$ cat src/rtl/cci_mpf_prim_onehot_to_bin_pipe.sv
// Two-stage registered one-hot to binary encoder, N lanes sharing one valid/ready handshake.
// Flags empty and multi-hot inputs per lane and keeps a saturating count of malformed output beats.
module cci_mpf_prim_onehot_to_bin_pipe #(
  parameter int ONEHOT_WIDTH  = 16,
  parameter int BIN_WIDTH     = (ONEHOT_WIDTH > 1) ? $clog2(ONEHOT_WIDTH) : 1,
  parameter int N_CHANNELS    = 1,
  parameter bit PRIORITY_LOW  = 1'b0,
  parameter int ERR_CNT_WIDTH = 16
) (
  input  logic                               clk,
  input  logic                               reset_n,
  input  logic                               in_valid,
  output logic                               in_ready,
  input  logic [N_CHANNELS*ONEHOT_WIDTH-1:0] in_onehot,
  output logic                               out_valid,
  input  logic                               out_ready,
  output logic [N_CHANNELS*BIN_WIDTH-1:0]    out_bin,
  output logic [N_CHANNELS-1:0]              out_zero,
  output logic [N_CHANNELS-1:0]              out_multi,
  input  logic                               err_clr,
  output logic [ERR_CNT_WIDTH-1:0]           err_count
);

  localparam int VW = N_CHANNELS * ONEHOT_WIDTH;
  localparam int BW = N_CHANNELS * BIN_WIDTH;

  logic          s1_valid;
  logic [VW-1:0] s1_vec;
  logic [N_CHANNELS-1:0] s1_zero;
  logic [N_CHANNELS-1:0] s1_multi;

  logic          s2_valid;
  logic [BW-1:0] s2_bin;
  logic [N_CHANNELS-1:0] s2_zero;
  logic [N_CHANNELS-1:0] s2_multi;

  logic [VW-1:0] s1_vec_d;
  logic [N_CHANNELS-1:0] s1_zero_d;
  logic [N_CHANNELS-1:0] s1_multi_d;
  logic [BW-1:0] s2_bin_d;

  logic adv1;
  logic adv2;
  logic err_inc;

  for (genvar c = 0; c < N_CHANNELS; c++) begin : g_ch
    logic [ONEHOT_WIDTH-1:0] v;
    logic [ONEHOT_WIDTH-1:0] v_dec;
    logic [ONEHOT_WIDTH-1:0] sv;
    logic [BIN_WIDTH-1:0]    bin;

    assign v     = in_onehot[c*ONEHOT_WIDTH +: ONEHOT_WIDTH];
    assign v_dec = v - ONEHOT_WIDTH'(1);

    assign s1_zero_d[c]  = ~|v;
    assign s1_multi_d[c] = |(v & v_dec);
    // Isolating the lowest set bit lets the OR-encoder below act as a priority encoder.
    assign s1_vec_d[c*ONEHOT_WIDTH +: ONEHOT_WIDTH] =
      PRIORITY_LOW ? (v & (~v + ONEHOT_WIDTH'(1))) : v;

    assign sv = s1_vec[c*ONEHOT_WIDTH +: ONEHOT_WIDTH];

    always_comb begin
      bin = '0;
      for (int j = 0; j < BIN_WIDTH; j++) begin
        for (int i = 0; i < ONEHOT_WIDTH; i++) begin
          if (((i >> j) & 1) != 0) begin
            bin[j] = bin[j] | sv[i];
          end
        end
      end
    end

    assign s2_bin_d[c*BIN_WIDTH +: BIN_WIDTH] = bin;
  end

  // in_ready depends on out_ready but never on in_valid.
  assign adv2     = s1_valid & (~s2_valid | out_ready);
  assign in_ready = ~s1_valid | adv2;
  assign adv1     = in_valid & in_ready;
  assign err_inc  = s2_valid & out_ready & (|(s2_zero | s2_multi));

  always_ff @(posedge clk or negedge reset_n) begin
    if (!reset_n) begin
      s1_valid  <= 1'b0;
      s2_valid  <= 1'b0;
      err_count <= '0;
    end else begin
      s1_valid <= adv1 | (s1_valid & ~adv2);
      s2_valid <= adv2 | (s2_valid & ~out_ready);
      if (err_clr) begin
        err_count <= '0;
      end else if (err_inc && !(&err_count)) begin
        err_count <= err_count + ERR_CNT_WIDTH'(1);
      end
    end
  end

  always_ff @(posedge clk) begin
    if (adv1) begin
      s1_vec   <= s1_vec_d;
      s1_zero  <= s1_zero_d;
      s1_multi <= s1_multi_d;
    end
    if (adv2) begin
      s2_bin   <= s2_bin_d;
      s2_zero  <= s1_zero;
      s2_multi <= s1_multi;
    end
  end

  assign out_valid = s2_valid;
  assign out_bin   = s2_bin;
  assign out_zero  = s2_zero;
  assign out_multi = s2_multi;

endmodule

$ cat config.mk
export PLATFORM = sky130hd
export DESIGN_NAME = cci_mpf_prim_onehot_to_bin_pipe
export DESIGN_NICKNAME = d
export VERILOG_FILES = /design/src/rtl/cci_mpf_prim_onehot_to_bin_pipe.sv
export SDC_FILE = /design/constraint.sdc
export NUM_CORES = 1
export LEC_CHECK = 0
export BUFFER_PORTS_ARGS = -buffer_cell sky130_fd_sc_hd__buf_2
export CAP_MARGIN = 30
export CORE_AREA = 2 2 64 66
export DETAILED_ROUTE_END_ITERATION = 12
export DIE_AREA = 0 0 66 68
export GPL_TIMING_DRIVEN = 0
export HOLD_SLACK_MARGIN = 0.03
export PLACE_DENSITY = 0.77
export SETUP_SLACK_MARGIN = 0.4
export SKIP_CTS_REPAIR_TIMING = 1
export SLEW_MARGIN = 20
export SYNTH_ARGS = -nofsm -noshare
export SYNTH_HDL_FRONTEND = slang
export SYNTH_SLANG_ARGS = --single-unit
export TNS_END_PERCENT = 5
$ cat constraint.sdc
create_clock -name clk -period 1.88 [get_ports clk]
set_input_delay 0.188 -clock clk [delete_from_list [all_inputs] [get_ports clk]]
set_output_delay 0.188 -clock clk [all_outputs]
set_load 0.01 [all_outputs]
==> results of run 1 <==
kinds of logic (layout without fill, tap and decap cells):
group,count (synthesis),after routing,synth area share (%)
fa+ha+maj,1,1,0.643
flops,41,41,58.6
buf+inv,8,69,1.80
mux,3,3,1.86
simple gates,75,75,23.7
compound gates,38,38,13.4
worst max-delay path, stage by stage (launching register included):
cell and delay [ns]:
dfrtp_1 0.40, ha_2 0.20, nand4_1 0.15, buf_4 0.16
nor3_4 0.04, buf_4 0.17, o311ai_0 0.38, o41ai_1 0.14
final timing paths:
path                                     startpoint                       end  slack, ns  cells after the start
max                        err_count[1]$_DFFE_PN0P_  err_count[7]$_DFFE_PN0P_       0.10                      7
min in group asynchronous                   reset_n  err_count[1]$_DFFE_PN0P_       0.35                      2
max in group asynchronous                   reset_n  err_count[3]$_DFFE_PN0P_       1.20                      2
min reg2reg                       s1_zero$_DFFE_PP_        out_zero$_DFFE_PP_       0.43                      0
min                                   in_onehot[12]  g_ch[0].sv[12]$_DFFE_PP_       0.09                      1
max reg2reg                err_count[1]$_DFFE_PN0P_  err_count[7]$_DFFE_PN0P_       0.10                      7
cell usage after synthesis (all sizes together), types with 2 or more instances:
cell type  instances
inv                5
nand4              8
nand2              8
nand2b             4
o31a               2
o31ai              7
nand3              7
o21ai              5
nor2              11
a211oi             2
o21a               2
edfxtp            23
nor4               6
or3                4
and2               3
dfrtp             18
o211ai             2
o211a              2
a21oi             10
buf                2
mux2               2
nor2b              2
or4                6
nor3              10
area by class of cell:
| type | instances | area [um2] |
|---|---|---|
| clock inverters | 3 | 41.3 |
| multi-input cells | 117 | 807 |
| flip-flops and latches | 41 | 1140 |
| plain buffers | 3 | 18.8 |
| fillers | 327 | 1400 |
| clock buffers | 5 | 68.8 |
| repair buffers | 53 | 294 |
| inverters | 5 | 18.8 |
| well taps | 50 | 62.6 |
placed cells by master, fill, tap and decap left out, types with 2 or more instances in the layout:
cell / count
dfrtp_1: 16
nor2b_1: 2
nor4_1: 4
nor4_2: 2
nand2_1: 8
inv_1: 5
nand3_1: 6
and2_1: 2
o211ai_1: 2
a21oi_1: 7
nand4_1: 6
o21ai_0: 5
o211a_1: 2
dfrtp_2: 2
nand2b_1: 4
buf_2: 44
or3_1: 3
nor3_1: 9
a211oi_1: 2
nor2_1: 10
o31a_1: 2
o31ai_1: 7
o21a_1: 2
clkbuf_8: 5
or4_1: 5
a21oi_2: 3
edfxtp_1: 23
buf_4: 9
registers in the layout, summed over array words and instances, names as in the netlist:
| name | count |
|---|---|
| out_zero | 1 |
| out_bin | 4 |
| g_ch.sv | 15 |
| s1_zero | 1 |
| s1_valid | 1 |
| s1_multi | 1 |
| out_multi | 1 |
| out_valid | 1 |
| err_count | 16 |
where the power goes:
group          switching [mW]  internal, mW
clock                   0.302         0.391
sequential             0.0166         0.989
combinational          0.0850        0.0573
total                   0.404          1.44
through the flow:
step / power (mW) / setup TNS [ns] / util [%]
2_1_floorplan: 1.09 / 0 / -
3_3_place_gp: 1.15 / 0 / 58.2
3_5_place_dp: 1.16 / 0 / 58.2
4_1_cts: 1.85 / 0 / 61.1
5_1_grt: 1.91 / -0.0190 / 63.7
6_report: 1.84 / 0 / 63.7
per-layer routing:
metal / wire length (um) / part of all wire (%) / global-route usage [%]
met5: 0 / 0 / 0
met4: 68 / 1.6 / 8.42
met3: 225 / 5.4 / 4.93
met2: 2120 / 51 / 33.1
met1: 1730 / 42 / 22.2
==> reports/results.txt, run 1 <==
Fmax achieved: 562 MHz
Port bufs: 44
Pre-antenna DRT Iters: 4
Final antenna-violating net count: 0
First-pass GRT wire length: 6200 um
WL/cell: 14.9 um
Placed cell count: 260
Synthesized area: 1950 um2
Residual DRC: 0
CP endpoint kind: flop
CTS Buf Count: 5
CTS H-tree lvls: 2
Yosys top cell area share: 35.5%
Setup violators final: 0
Clock root cell: clkbuf_8
Post-synth EDFFs: 23
GP Congestion: 0.793
Worst slew pin tran: 0.697 ns
Worst skew pair latency: 0.30 ns
# rows: 23
Via density: 5.65
Status: finished clean
Die X: 66 um
RSZ-0062 raised after global routing: true
Syn Area/Cell: 11.7 um2
Max-slew violation count: 0
Top cell type by total area after synthesis: edfxtp_1
Peak VDD IR: 0.551 mV
Most used flip-flop cell after synthesis: edfxtp_1
Largest cells by area after synthesis: edfxtp_1, dfrtp_1, o31ai_1, a21oi_1, nor3_1
Final setup skew: 0.00882 ns
Full die area: 4490 um2
Arrival @ worst endpoint: 1.94 ns
Distinct cells, synth: 48
Rel. slew slack: 53.5%
Post-DP HPWL: 2910 um
Critical Path RT: 2.04 ns
Register area share after synthesis: 58.6%
Hold Violations, Final: 0
CTS Buffer Depth: 2
CTS tree: done
Final Instance Count excl. Fillers: 277
Final setup margin: 0.102 ns
Max-Cap Viols: 0
Core area: 3860 um2
# clock sinks: 41
Yosys reg bits: 41
Crit path launch type: flop
DP Area: 2250 um2
Largest net degree at the start of global routing: 19
Minimum clock period: 1.78 ns
Diode count: 0
Aggregate global-route resource usage: 19.0%
Lkg Pwr: 0.969 nW
Hold slack final: 0.0864 ns
IO Pins: 45
Vias: 1564
GR Overflow Total: 0
Yosys warning total: 0
Worst-path fanout max: 5
Post-layout net count: 248
Area growth syn-to-layout: 26.1%
Vias in the first global route: 1337
Setup slack at placement: 0.143 ns
Initial antenna violation count: 0
Kind of critical path: reg2reg
Layout cells sized above 1: 35.7%
Initial Util: 50.5%
Die height: 68 um
Syn Nets: 188
Initial DRC Count: 107
Hold Path Class: in2reg
PwrDens: 750 nW/um2
WL final: 4140 um
Clock-pin slew on the worst setup and hold paths: 0.08 ns
Post-synth ARST share: 43.9%
Fin crit share: 94.6%
Post-Syn Instances: 166
Post-route cell area: 2450 um2
Note: power is estimated with default switching activity, not from simulation.
==> run 2, diff against run 1 <==
- CORE_AREA: 2 2 64 66 -> 2 2 63 65
- CTS_BUF_LIST: default -> sky130_fd_sc_hd__clkbuf_4 sky130_fd_sc_hd__clkbuf_8
- DIE_AREA: 0 0 66 68 -> 0 0 65 67
- PLACE_DENSITY: 0.77 -> 0.79
==> run 2 against run 1 <==
Against the previous run:
- final cell count down 1.1%
- maximum frequency shrank 2.6%
- design area fell by 0.20%
- critical endpoint is now err_count[14]$_DFFE_PN0P_
- largest power group unchanged
==> reports/results.txt, run 2 (synthesis results as in run 1) <==
Status: finished clean (unchanged)
Largest reg by FF count: err_count (unchanged)
CP Depth: 7 (unchanged)
Hold Path Class: in2reg (unchanged)
Critical path cell sequence: ha_2 -> nand4_1 -> buf_4 -> nor3_2 -> buf_6 -> nor4_2 -> mux2_2 (was ha_2 -> nand4_1 -> buf_4 -> nor3_4 -> buf_4 -> o311ai_0 -> o41ai_1)
Hold depth: 1 (unchanged)
Buffers & Inverters on Critical Path: 2 (unchanged)
Via density: 5.84 (was 5.65)
R2R cell count: 7 (unchanged)
CTS H-tree lvls: 2 (unchanged)
Lkg Pwr: 0.966 nW (was 0.969 nW)
Fin crit share: 97.1% (was 94.6%)
PwrDens: 761 nW/um2 (was 750 nW/um2)
Final Instance Count excl. Fillers: 274 (was 277)
Worst-path fanout max: 5 (unchanged)
WL/cell: 15.8 um (was 14.9 um)
Initial Util: 54.0% (was 50.5%)
Slowest stage delay, CP: 0.37 ns (was 0.40 ns)
Residual DRC: 0 (unchanged)
Vias in the first global route: 1585 (was 1337)
Commonest non-fill, non-tap cell in the layout: buf_2 (unchanged)
# clock sinks: 41 (unchanged)
Core area: 3610 um2 (was 3860 um2)
Most frequent cells in the layout: buf_2, edfxtp_1, dfrtp_1, nor2_1, nor3_1 (was buf_2, edfxtp_1, dfrtp_1, nor2_1)
Aggregate global-route resource usage: 21.3% (was 19.0%)
Hold Violations, Final: 0 (unchanged)
CTS Buffer Depth: 2 (unchanged)
Die height: 67 um (was 68 um)
Rel. slew slack: 52.7% (was 53.5%)
CTS tree: done (unchanged)
Setup slack at placement: 0.131 ns (was 0.143 ns)
GR Overflow Total: 0 (unchanged)
WL final: 4320 um (was 4140 um)
CTS Buf Count: 5 (unchanged)
Setup violators final: 0 (unchanged)
Critical Path RT: 2.06 ns (was 2.04 ns)
Pre-antenna DRT Iters: 4 (unchanged)
Slowest cell on crit path: dfrtp_1 (unchanged)
First-pass GRT wire length: 7010 um (was 6200 um)
Clock-pin slew on the worst setup and hold paths: 0.09 ns (was 0.08 ns)
Port bufs: 44 (unchanged)
GRT busiest layer: met2 (unchanged)
GP Congestion: 0.932 (was 0.793)
Peak VDD IR: 0.539 mV (was 0.551 mV)
Initial DRC Count: 147 (was 107)
Layout cells sized above 1: 35.8% (was 35.7%)
Arrival @ worst endpoint: 2.00 ns (was 1.94 ns)
Diode count: 0 (unchanged)
Largest net degree at the start of global routing: 19 (unchanged)
Max-slew violation count: 0 (unchanged)
Post-layout net count: 247 (was 248)
IO Pins: 45 (unchanged)
Fmax achieved: 548 MHz (was 562 MHz)
Worst skew pair latency: 0.29 ns (was 0.30 ns)
Placed cell count: 258 (was 260)
Final setup margin: 0.0542 ns (was 0.102 ns)
Post-DP HPWL: 3110 um (was 2910 um)
Area growth syn-to-layout: 25.8% (was 26.1%)
Minimum clock period: 1.83 ns (was 1.78 ns)
RSZ-0062 raised after global routing: true (unchanged)
Die X: 65 um (was 66 um)
Final setup skew: 0.0110 ns (was 0.00882 ns)
Met1 GRT Util: 24.2% (was 22.2%)
Max reg flops: 16 (unchanged)
Met3 global-route usage: 5.57% (was 4.93%)
Clock root cell: clkbuf_8 (unchanged)
Initial antenna violation count: 0 (unchanged)
Final antenna-violating net count: 0 (unchanged)
Hold slack final: 0.0937 ns (was 0.0864 ns)
Worst slew pin tran: 0.709 ns (was 0.697 ns)
Crit path launch type: flop (unchanged)
Met2 Resource Use GR: 39.0% (was 33.1%)
Max-Cap Viols: 0 (unchanged)
Vias: 1601 (was 1564)
Full die area: 4360 um2 (was 4490 um2)
Kind of critical path: reg2reg (unchanged)
CP endpoint kind: flop (unchanged)
Total chip power: 1.86 mW (was 1.84 mW)
Largest delay share family, worst path: simple AND/OR/NAND/NOR gates (was compound AO/OA/AOI/OAI gates)
# rows: 22 (was 23)
## run 2: path summary, 6_finish.rpt
| path | start | to | slack, ns |
|---|---|---|---|
| max | err_count[1]$_DFFE_PN0P_ | err_count[14]$_DFFE_PN0P_ | 0.05 |
| min | in_onehot[12] | g_ch[0].sv[12]$_DFFE_PP_ | 0.09 |
| max reg2reg | err_count[1]$_DFFE_PN0P_ | err_count[14]$_DFFE_PN0P_ | 0.05 |
| min reg2reg | s1_multi$_DFFE_PP_ | out_multi$_DFFE_PP_ | 0.42 |
| max in group asynchronous | reset_n | err_count[8]$_DFFE_PN0P_ | 1.20 |
| min in group asynchronous | reset_n | err_count[1]$_DFFE_PN0P_ | 0.36 |
## run 2: per-layer routing
layer	vias up	share of wire, %
met5	-	0
met4	0	0.86
met3	4	4.8
met2	56	54
met1	766	40
li1	775	-
## run 2: report_power, final
part / switching (mW) / total (mW) / internal [mW]
registers: 0.0170 / 1.01 / 0.989
clock network: 0.318 / 0.716 / 0.398
logic: 0.0871 / 0.143 / 0.0563
total: 0.422 / 1.86 / 1.44
## run 2: cell type report
cell class                      count  area (um2)
Tap cell                           48        60.1
Buffer                              3        26.3
Sequential cell                    41        1140
Inverter                            5        18.8
Clock inverter                      3        46.3
Fill cell                         277        1160
Multi-Input combinational cell    117         806
Clock buffer                        5        68.8
Timing Repair Buffer               52         280
## run 2: stage by stage
step,instance area [um2],TNS [ns],utilization [%]
after floorplan,1960,0,-
after global placement,2240,0,62.2
after detailed placement,2240,0,62.2
after CTS,2360,0,65.4
after global routing,2450,-0.0572,67.9
final,2450,0,67.9
